## src/rtl/bbcd_pkg.sv

```systemverilog
// bbcd_pkg: shared definitions for the binary-to-BCD peripheral arbiter.
//   - peripheral register offsets (byte addresses on the 6-bit bus)
//   - sequencer FSM state encoding
//   - largest operand the peripheral can convert
package bbcd_pkg;

    localparam logic [5:0] OPA  = 6'h04;
    localparam logic [5:0] INIT = 6'h08;
    localparam logic [5:0] UNIT = 6'h0C;
    localparam logic [5:0] DEC  = 6'h10;
    localparam logic [5:0] CENT = 6'h14;
    localparam logic [5:0] MIL  = 6'h18;
    localparam logic [5:0] DONE = 6'h1C;

    localparam int BCD_MAX = 9999;

    typedef enum logic [3:0] {
        IDLE,
        GRANT,
        WR_OPA,
        WR_INIT1,
        WR_INIT0,
        POLL_RD,
        POLL_CAP,
        DIG_RD,
        DIG_CAP,
        RESP
    } state_t;

endpackage

```

## src/rtl/bbcd_rr_pick.sv

```systemverilog
// bbcd_rr_pick: combinational round-robin selector.
//   req   : request vector
//   ptr   : index with highest priority this round
//   grant : one-hot of the chosen requester
//   index : binary index of the chosen requester
//   valid : at least one request present
// The chosen requester is the first set bit at or after ptr, wrapping.
module bbcd_rr_pick #(
    parameter int NUM_REQ = 2,
    parameter int PW      = 1
) (
    input  logic [NUM_REQ-1:0] req,
    input  logic [PW-1:0]      ptr,
    output logic [NUM_REQ-1:0] grant,
    output logic [PW-1:0]      index,
    output logic               valid
);

    always_comb begin
        grant = '0;
        index = '0;
        valid = 1'b0;
        for (int i = 0; i < NUM_REQ; i++) begin
            if (!valid && req[(int'(ptr) + i) % NUM_REQ]) begin
                valid                               = 1'b1;
                grant[(int'(ptr) + i) % NUM_REQ]    = 1'b1;
                index                               = PW'((int'(ptr) + i) % NUM_REQ);
            end
        end
    end

endmodule

```

## src/rtl/bbcd_arbiter.sv

```systemverilog
// bbcd_arbiter: shares one binary-to-BCD peripheral among NUM_REQ requesters.
// Serves one request at a time (round-robin), writes the operand, pulses
// INIT, polls DONE, reads the four digits and returns a packed BCD word
// with a one-cycle ack.
//
// Ports:
//   CLK, reset          clock (rising edge), async active-low reset
//   req, req_data       per-requester request and 16-bit binary operand
//   ack                 one-cycle completion pulse (valid in the RESP cycle)
//   rsp_bcd             {MIL,CENT,DEC,UNIT}, held until the next ack
//   rsp_ovf, rsp_err    operand > 9999 / DONE timeout, valid with ack
//   busy                transaction in progress (any state but IDLE)
//   cs, wr, rd, addr    peripheral bus strobes and register offset
//   d_in, d_out         peripheral write / read data
//
// Optional feature macro: BBCD_TIMEOUT_EN -- abort the DONE poll after
// TIMEOUT_CYCLES polls and answer with rsp_err=1. Without it the poll loop
// never gives up and rsp_err is tied low.
module bbcd_arbiter
    import bbcd_pkg::*;
#(
    parameter int NUM_REQ        = 2,
    parameter int TIMEOUT_CYCLES = 255
) (
    input  logic                    CLK,
    input  logic                    reset,
    input  logic [NUM_REQ-1:0]      req,
    input  logic [NUM_REQ-1:0][15:0] req_data,
    output logic [NUM_REQ-1:0]      ack,
    output logic [15:0]             rsp_bcd,
    output logic                    rsp_ovf,
    output logic                    rsp_err,
    output logic                    busy,
    output logic                    cs,
    output logic                    wr,
    output logic                    rd,
    output logic [5:0]              addr,
    output logic [15:0]             d_in,
    input  logic [15:0]             d_out
);

    localparam int PW = (NUM_REQ > 1) ? $clog2(NUM_REQ) : 1;
    localparam logic [NUM_REQ-1:0] ONE = 1;

    state_t               state, state_nx;
    logic [PW-1:0]        ptr, idx;
    logic [15:0]          opnd;
    logic [15:0]          dig;
    logic [1:0]           k;

    logic [NUM_REQ-1:0]   pick_grant;
    logic [PW-1:0]        pick_idx;
    logic                 pick_vld;
    logic [15:0]          sel_data;
    logic                 sel_ovf;
    logic                 poll_expire;
    logic                 ld_ovf, ld_dig, ld_tmo;
    logic                 unused_bits;

    bbcd_rr_pick #(.NUM_REQ(NUM_REQ), .PW(PW)) u_pick (
        .req   (req),
        .ptr   (ptr),
        .grant (pick_grant),
        .index (pick_idx),
        .valid (pick_vld)
    );

    assign sel_data    = req_data[pick_idx];
    assign sel_ovf     = (sel_data > 16'(BCD_MAX));
    assign busy        = (state != IDLE);
    assign unused_bits = ^{d_out[15:4], dig[15:12]};

    // Events that load the response registers and fire ack.
    assign ld_ovf = (state == GRANT) && pick_vld && sel_ovf;
    assign ld_dig = (state == DIG_CAP) && (k == 2'd3);
    assign ld_tmo = (state == POLL_CAP) && !d_out[0] && poll_expire;

`ifdef BBCD_TIMEOUT_EN
    localparam int CW = $clog2(TIMEOUT_CYCLES + 1);
    logic [CW-1:0] poll_cnt;

    // poll_cnt holds the number of completed polls; the current POLL_CAP is
    // the last allowed one when it equals TIMEOUT_CYCLES-1.
    assign poll_expire = (poll_cnt == CW'(TIMEOUT_CYCLES - 1));

    always_ff @(posedge CLK or negedge reset) begin
        if (!reset) begin
            poll_cnt <= '0;
            rsp_err  <= 1'b0;
        end else begin
            if (state == WR_INIT0)
                poll_cnt <= '0;
            else if (state == POLL_CAP)
                poll_cnt <= poll_cnt + 1'b1;
            if (ld_ovf || ld_dig || ld_tmo)
                rsp_err <= ld_tmo;
        end
    end
`else
    assign poll_expire = 1'b0;
    assign rsp_err     = 1'b0;
`endif

    // State register
    always_ff @(posedge CLK or negedge reset) begin
        if (!reset) state <= IDLE;
        else        state <= state_nx;
    end

    // Next-state logic
    always_comb begin
        state_nx = state;
        case (state)
            IDLE:     if (|req) state_nx = GRANT;
            GRANT: begin
                if (!pick_vld)    state_nx = IDLE;
                else if (sel_ovf) state_nx = RESP;
                else              state_nx = WR_OPA;
            end
            WR_OPA:   state_nx = WR_INIT1;
            WR_INIT1: state_nx = WR_INIT0;
            WR_INIT0: state_nx = POLL_RD;
            POLL_RD:  state_nx = POLL_CAP;
            POLL_CAP: begin
                if (d_out[0])         state_nx = DIG_RD;
                else if (poll_expire) state_nx = RESP;
                else                  state_nx = POLL_RD;
            end
            DIG_RD:   state_nx = DIG_CAP;
            DIG_CAP:  state_nx = (k == 2'd3) ? RESP : DIG_RD;
            RESP:     state_nx = IDLE;
            default:  state_nx = IDLE;
        endcase
    end

    // Bus drivers: decoded straight from the state register so the strobes
    // drop together with the asynchronous reset.
    always_comb begin
        cs   = 1'b0;
        wr   = 1'b0;
        rd   = 1'b0;
        addr = '0;
        d_in = '0;
        case (state)
            WR_OPA:   begin cs = 1'b1; wr = 1'b1; addr = OPA;  d_in = opnd;   end
            WR_INIT1: begin cs = 1'b1; wr = 1'b1; addr = INIT; d_in = 16'd1;  end
            WR_INIT0: begin cs = 1'b1; wr = 1'b1; addr = INIT; d_in = 16'd0;  end
            POLL_RD:  begin cs = 1'b1; rd = 1'b1; addr = DONE;                end
            DIG_RD:   begin cs = 1'b1; rd = 1'b1; addr = UNIT + {2'b00, k, 2'b00}; end
            default:  ;
        endcase
    end

    // Operand, digit and response registers
    always_ff @(posedge CLK or negedge reset) begin
        if (!reset) begin
            ptr     <= '0;
            idx     <= '0;
            opnd    <= '0;
            dig     <= '0;
            k       <= '0;
            ack     <= '0;
            rsp_bcd <= '0;
            rsp_ovf <= 1'b0;
        end else begin
            ack <= '0;
            if (state == GRANT && pick_vld) begin
                idx  <= pick_idx;
                opnd <= sel_data;
                ptr  <= PW'((int'(pick_idx) + 1) % NUM_REQ);
                k    <= '0;
            end
            if (state == DIG_CAP) begin
                dig[{k, 2'b00} +: 4] <= d_out[3:0];
                k                    <= k + 2'd1;
            end
            if (ld_ovf) begin
                ack     <= pick_grant;
                rsp_bcd <= 16'h9999;
                rsp_ovf <= 1'b1;
            end
            if (ld_dig) begin
                ack     <= ONE << idx;
                rsp_bcd <= {d_out[3:0], dig[11:0]};
                rsp_ovf <= 1'b0;
            end
            if (ld_tmo) begin
                ack     <= ONE << idx;
                rsp_bcd <= '0;
                rsp_ovf <= 1'b0;
            end
        end
    end

endmodule

```

## config.mk

```make
export PLATFORM = sky130hd
export DESIGN_NAME = bbcd_arbiter
export DESIGN_NICKNAME = d
export VERILOG_FILES = /design/src/rtl/bbcd_pkg.sv /design/src/rtl/bbcd_rr_pick.sv /design/src/rtl/bbcd_arbiter.sv
export SDC_FILE = /design/constraint.sdc
export NUM_CORES = 1
export LEC_CHECK = 0
export BUFFER_PORTS_ARGS = -buffer_cell sky130_fd_sc_hd__buf_2
export CORE_ASPECT_RATIO = 0.6
export CORE_MARGIN = 5
export CORE_UTILIZATION = 40
export DETAILED_ROUTE_END_ITERATION = 12
export MAX_ROUTING_LAYER = met4
export PLACE_DENSITY = 0.76
export SYNTH_ARGS = -nofsm -noshare
export SYNTH_HDL_FRONTEND = slang
export SYNTH_SLANG_ARGS = --single-unit
```

## constraint.sdc

```tcl
create_clock -name CLK -period 2.22 [get_ports CLK]
set_input_delay 0.333 -clock CLK [delete_from_list [all_inputs] [get_ports CLK]]
set_output_delay 0.333 -clock CLK [all_outputs]
set_load 0.01 [all_outputs]
```

Word-level counts from Yosys, hierarchy flattened
Index checks and enable logic that the tools add are counted.
- flip-flop bits (word level): 59
- bits in latches: 0
- bits in writable memories: 0
- bits in read-only memories: 0
- output and inout bits: 46
- word-level logic and storage cells: 88
- memories: 0
- add/subtract/negate cells: 5
- multipliers: 0
- div/mod/pow operators: 0
- order comparisons: 6
- eq/ne operators: 10
- shifts and indexed selects: 3
- multiplexer cells: 37
- bitwise gates (word level): 2
- reductions and logical operators: 16
- operators by type and width (kind ; count):
    $mux 16 ; 4
    $pmux 4 s9 ; 1
    $pmux 16 s2 ; 1
    $pmux 5 s4 ; 1
    $bwmux 16 ; 1
    $eq 4x3->1 const B ; 4
    $gt 16x14->1 const B ; 1
    $mux 1 ; 16
    $mux 4 ; 4
    $shift 4x6->16 const A ; 1
    $shiftx 4x6->16 ; 1
    $mux 2 ; 7
    $eq 4x2->1 const B ; 2
    $logic_and 1x1->1 ; 6
    $neg 4->6 ; 1
    $reduce_or 2->1 ; 3
    $add 4x4->5 const A ; 1
    $reduce_or 5->1 ; 1
    $eq 4x1->1 const B ; 1
    $eq 4x4->1 const B ; 1
    $logic_not 4->1 ; 1
    $lt 1x2->1 const B ; 2
    $reduce_bool 2->1 ; 2
    $reduce_bool 4->1 ; 1
    other kinds (13) ; 15

Logic depth before layout (Yosys ltp)
- word-level depth: 13
- depth in mapped cells: 6
- gate-level depth less buffers: 5

By module
From an unflattened synthesis, not the netlist that was laid out.
- cell total of the unflattened synthesis: 314
- area total of the unflattened synthesis: 2785.2 µm²
- modules (own cells, without submodules) (module ; instances ; cells an instance ; area an instance (µm²) ; sequential area each (µm²)):
    bbcd_arbiter ; 1 ; 309 ; 2752.6 ; 1376.3
    bbcd_rr_pick ; 1 ; 5 ; 32.5 ; 0.0

Worst setup path before layout
No wires, ideal clock.
- path type: register to register
- start: reg ptr
- end: reg ack[0]
- arrival: 1.730 ns
- path slack: 0.351 ns
- stages on the path, launching flop included: 7
- clock period less this slack: 1.869 ns
- cell sequence: dfrtp_1 > nand2b_1 > buf_2 > a2111o_1 > a221oi_4 > buf_6 > o22ai_1
- cells in the longest elaborated chain, start to end: 12
- elaborated cells between the ends (all ways): 33
- classes of those cells: add/sub (1); order compare (5); mux (19); bitwise (2); reduce/logical (6)
- RTL lines (element ; line ; source):
    start, declared ; bbcd_arbiter.sv:46 ; logic [PW-1:0] ptr, idx;
    start signal, assigned ; bbcd_arbiter.sv:170 ; ptr <= PW'((int'(pick_idx) + 1) % NUM_REQ);
    $add 1x1->1 / $mux 1 (equally long branches) ; bbcd_rr_pick.sv:24, bbcd_rr_pick.sv:26, bbcd_rr_pick.sv:27 ;
    $mux 1 (implied by the code) (2 in a row) ; bbcd_rr_pick.sv:24 ; if (!valid && req[(int'(ptr) + i) % NUM_REQ]) begin
    $mux 1 (implied by the code) / $logic_not 1->1 (equally long branches) ; bbcd_rr_pick.sv:24 ;
    $logic_and 1x1->1 ; bbcd_rr_pick.sv:24 ;
    $mux 1 ; bbcd_rr_pick.sv:24 ;
    $mux 16 (implied by the code) (2 in a row) ; bbcd_arbiter.sv:68 ; assign sel_data = req_data[pick_idx];
    $gt 16x14->1 ; bbcd_arbiter.sv:69 ; assign sel_ovf = (sel_data > 16'(BCD_MAX));
    $logic_and 1x1->1 ; bbcd_arbiter.sv:74 ; assign ld_ovf = (state == GRANT) && pick_vld && sel_ovf;
    $mux 2 (*) ; bbcd_arbiter.sv:177 ; if (ld_ovf) begin
    $mux 2 (*) ; bbcd_arbiter.sv:182 ; if (ld_dig) begin
    end signal, assigned ; bbcd_arbiter.sv:178 ; ack <= pick_grant;
    end signal, assigned ; bbcd_arbiter.sv:183 ; ack <= ONE << idx;
    end signal, assigned ; bbcd_arbiter.sv:188 ; ack <= ONE << idx;
    end, declared ; bbcd_arbiter.sv:29 ; output logic [NUM_REQ-1:0] ack,
Every way passes the cells marked *; elsewhere a longest branch is shown, timed or not. The select of a mux whose other input is x is not followed.
A chain may end at the register's enable or synchronous reset.

Worst setup path in the final report
- start: reg k[0]
- end: out addr[3]
- cells in the longest elaborated chain, start to end: 2
- RTL lines (element ; line ; source):
    start, declared ; bbcd_arbiter.sv:49 ; logic [1:0] k;
    start signal, assigned ; bbcd_arbiter.sv:175 ; k <= k + 2'd1;
    $add 4x4->5 ; bbcd_arbiter.sv:149 ; DIG_RD: begin cs = 1'b1; rd = 1'b1; addr = UNIT + {2'b00, k, 2'b00}; end
    $pmux 5 s4 ; bbcd_arbiter.sv:144 ; case (state)
    end, declared ; bbcd_arbiter.sv:37 ; output logic [5:0] addr,
Every way passes these cells.

==> results_tabular.tex <==
\begin{tabular}{lr}
\hline
Metric & Value \\
\hline
\multicolumn{2}{l}{\textbf{Critical path}} \\
FF-to-FF setup slack & 0.22 ns \\
Startpoint of the most critical register-to-register path & ptr \\
Data arrival time of the critical path & 1.71 ns \\
Worst path required time & 1.89 ns \\
Worst Setup End Kind & output port \\
First element of the critical path & k[0] \\
Max Fanout on Critical Path & 5 \\
Element type at the critical path start & flip-flop \\
Start-to-end type of the worst setup path & flip-flop to output port \\
Number of cells traversed by the worst register-to-register path & 5 \\
Endpoint of the worst register-to-register path & rsp\_bcd[11] \\
\multicolumn{2}{l}{\textbf{Yosys}} \\
Fraction of synthesized cell area taken by the top area cell type & 47.4\% \\
Async set-or-reset flop fraction in the synthesized netlist & 100\% \\
Register bit total from synthesis & 55 \\
Synth top area cells & sky130\_fd\_sc\_hd\_\_dfrtp\_1 (47\%), sky130\_fd\_sc\_hd\_\_mux2i\_1 (11\%), sky130\_fd\_sc\_hd\_\_nand2\_1 (7.2\%) \\
Library cell occupying the most area in the post-synthesis netlist & sky130\_fd\_sc\_hd\_\_dfrtp\_1 \\
Commonest cells post-synth & sky130\_fd\_sc\_hd\_\_nand2\_1 (56), sky130\_fd\_sc\_hd\_\_dfrtp\_1 (55), sky130\_fd\_sc\_hd\_\_mux2i\_1 (31) \\
Netlist area before placement & 2900 sq um \\
Predominant post-synthesis flop cell & sky130\_fd\_sc\_hd\_\_dfrtp\_1 \\
Most common cell in the synthesized netlist & sky130\_fd\_sc\_hd\_\_nand2\_1 \\
Netlist cell types & 47 \\
Synthesized area per cell & 9.81 sq um \\
Share of the yosys chip area belonging to registers & 47.4\% \\
Synthesis Warnings & 0 \\
Post-synth EDFFs & 0 \\
Mapped Cells & 296 \\
\multicolumn{2}{l}{\textbf{Placement}} \\
Count of port buffers added during placement & 81 \\
HPWL reported at the end of detailed placement & 5650 microns \\
Final RePlAce weighted congestion & 0.873 \\
\multicolumn{2}{l}{\textbf{STA}} \\
Least-Margin Pin Slew & 0.620 ns \\
Hold Vio Cnt, Final & 0 \\
Final count of negative-setup-slack endpoints & 0 \\
Max-slew headroom at the worst pin & 58.1\% \\
Setup skew after layout & 0.00348 ns \\
Unrepaired setup endpoints after global routing & false \\
Final setup TNS & 0 ns \\
Share of the clock period used by the worst path & 92.0\% \\
Maximum clock rate & 490 MHz \\
Final hold slack & 0.0327 ns \\
Post-layout minimum cycle time & 2.04 ns \\
Number of pins with negative max-slew slack in the final report & 0 \\
\multicolumn{2}{l}{\textbf{GRT}} \\
Largest net degree at the start of global routing & 36 \\
Initial antenna violation count & 0 \\
Overall global routing resource usage & 16.9\% \\
Global-route wire length before repair & 12300 microns \\
Number of global-route vias before repair & 2452 \\
Grt total ovfl & 0 \\
\multicolumn{2}{l}{\textbf{Power}} \\
Power per unit of standard cell area & 1150 nW/um\^{}2 \\
Static Leak & 1.86 nW \\
Worst vdd ir & 0.477 mV \\
\multicolumn{2}{l}{\textbf{Cells and area}} \\
Ant. Diodes & 0 \\
Layout cell share with drive strength beyond 1 & 31.3\% \\
Layout area overhead & 25.0\% \\
Net count of the finished layout & 439 \\
\multicolumn{2}{l}{\textbf{Floorplanning}} \\
Chip height & 76.0 microns \\
Effective utilization at floorplan & 40.6\% \\
Die area & 9120 sq um \\
Std-Cell Rows & 24 \\
Placeable Area & 7150 sq um \\
Number of top-level pins & 98 \\
Horizontal die dimension & 120 microns \\
\multicolumn{2}{l}{\textbf{Route}} \\
Detailed-route vias per instance & 5.16 \\
Drt total wl & 7310 microns \\
WL per Instance & 15.4 microns \\
First DRT Iteration DRCs & 86 \\
Vias post-DR & 2446 \\
DRC viols & 0 \\
Post-DRT Antenna Nets & 0 \\
DRT Pass-1 Iters & 4 \\
\multicolumn{2}{l}{\textbf{Status}} \\
Status & complete, no violations \\
\multicolumn{2}{l}{\textbf{Clock network}} \\
Maximum buffer depth of the clock tree & 2 \\
Hold Buf Count CTS & 0 \\
Insertion delay of the later-clocked pin in the worst-skew pair & 0.29 ns \\
Clock-pin slew on the worst setup and hold paths & 0.07 ns \\
Number of CTS-inserted buffers & 5 \\
TritonCTS clock tree & yes \\
Root buffer cell & sky130\_fd\_sc\_hd\_\_clkbuf\_16 \\
Number of H-tree branching levels & 2 \\
Number of sinks handled by clock tree synthesis & 55 \\
\multicolumn{2}{l}{\textbf{Min path}} \\
Hold Path Class & primary input to async pin \\
\multicolumn{2}{l}{\textbf{Job}} \\
Max-capacitance violation count & 0 \\
\hline
\end{tabular}
-- state kept, by name, summed over array words and instances, names as in the netlist --
signal   flops
state        4
idx          1
dig         12
k            2
ptr          1
opnd        16
ack          2
rsp_ovf      1
rsp_bcd     16
-- critical path: stages (launching register included) --
cell,delay (ns)
sky130_fd_sc_hd__dfrtp_2,0.41
sky130_fd_sc_hd__inv_2,0.08
sky130_fd_sc_hd__ha_1,0.36
sky130_fd_sc_hd__nand2_1,0.09
sky130_fd_sc_hd__nand2_1,0.05
sky130_fd_sc_hd__a211oi_1,0.25
sky130_fd_sc_hd__buf_2,0.18
-- worst max path at each step --
stage | endpoint | slack (ns) | cells after the start
floorplan | ack[0] | 0.35 | 6
global placement | rsp_bcd[4] | 0.1 | 6
global route | addr[3] | 0.05 | 6
detailed placement | rsp_bcd[11] | 0.13 | 6
CTS | addr[3] | 0.06 | 6
finish | addr[3] | 0.18 | 6
-- metal layers --
metal  share of wire, %  GRT usage [%]  vias to the layer above  wire length (microns)
met5                  0              -                        -                      0
met4                1.0           3.31                        0                     76
met3                5.8           3.93                       11                    421
met2                 44           23.9                       67                   3200
met1                 49           24.9                     1171                   3620
li1                   -              -                     1197                      -
-- power breakdown --
group,internal [mW],leakage (nW),switching (mW)
sequential,1.37,0.641,0.294
combinational,0.725,1.14,0.974
clock,0.481,0.0772,0.338
-- placed cells by master (no fill, tap or decap), types with 2 or more instances in the layout --
master,instances
sky130_fd_sc_hd__o21ai_2,8
sky130_fd_sc_hd__nor3b_1,3
sky130_fd_sc_hd__buf_4,13
sky130_fd_sc_hd__nand2b_1,4
sky130_fd_sc_hd__o31ai_1,2
sky130_fd_sc_hd__buf_12,2
sky130_fd_sc_hd__inv_1,4
sky130_fd_sc_hd__nand2_1,56
sky130_fd_sc_hd__conb_1,4
sky130_fd_sc_hd__clkbuf_8,2
sky130_fd_sc_hd__mux2i_1,31
sky130_fd_sc_hd__dfrtp_2,2
sky130_fd_sc_hd__nor2_1,9
sky130_fd_sc_hd__nor4_1,2
sky130_fd_sc_hd__a31oi_1,2
sky130_fd_sc_hd__dfrtp_1,53
sky130_fd_sc_hd__o21ai_1,27
sky130_fd_sc_hd__nand4_1,3
sky130_fd_sc_hd__buf_2,81
sky130_fd_sc_hd__and2_1,15
sky130_fd_sc_hd__ha_1,5
sky130_fd_sc_hd__o22ai_1,2
sky130_fd_sc_hd__a21oi_1,12
sky130_fd_sc_hd__nand3_1,2
sky130_fd_sc_hd__a221o_1,2
sky130_fd_sc_hd__o21ai_0,5
sky130_fd_sc_hd__nor2b_1,4
sky130_fd_sc_hd__clkbuf_16,5
sky130_fd_sc_hd__o221ai_1,2
-- per-stage QoR --
stage	setup slack, ns	power, mW	utilization, %	cells	instance area [sq um]
CTS	0.0595	4.18	50.5	472	3610
global route	0.0459	4.52	50.8	474	3630
detailed placement	0.129	3.34	48.3	464	3450
floorplan	0.351	2.74	-	299	2910
global placement	0.0998	3.27	48.3	464	3450
finish	0.177	4.18	50.8	474	3630
-- layout make-up --
cell class                 instances  area, sq um
clock buffer                       8          156
fill                             677         3520
tap                               91          114
multi-input combinational        219         1420
timing repair buffer              96          543
inverter                           5         18.8
sequential                        55         1380
-- what timing repair did --
item	in CTS	in global routing
gates resized for setup	1	2
setup endpoints to repair	1	16
hold endpoints to repair	0	0
buffers inserted	0	2
-- kinds of logic after synthesis --
family	Yosys count	share of synthesized area, %
fa+ha+maj	5	2.16
flops	55	47.4
mux	31	10.7
other cells	1	0.129
simple gates	106	18.2
xor+xnor	1	0.302
compound gates	72	16.9
buf+inv	25	4.18
Power figures use the tool's default switching activity.
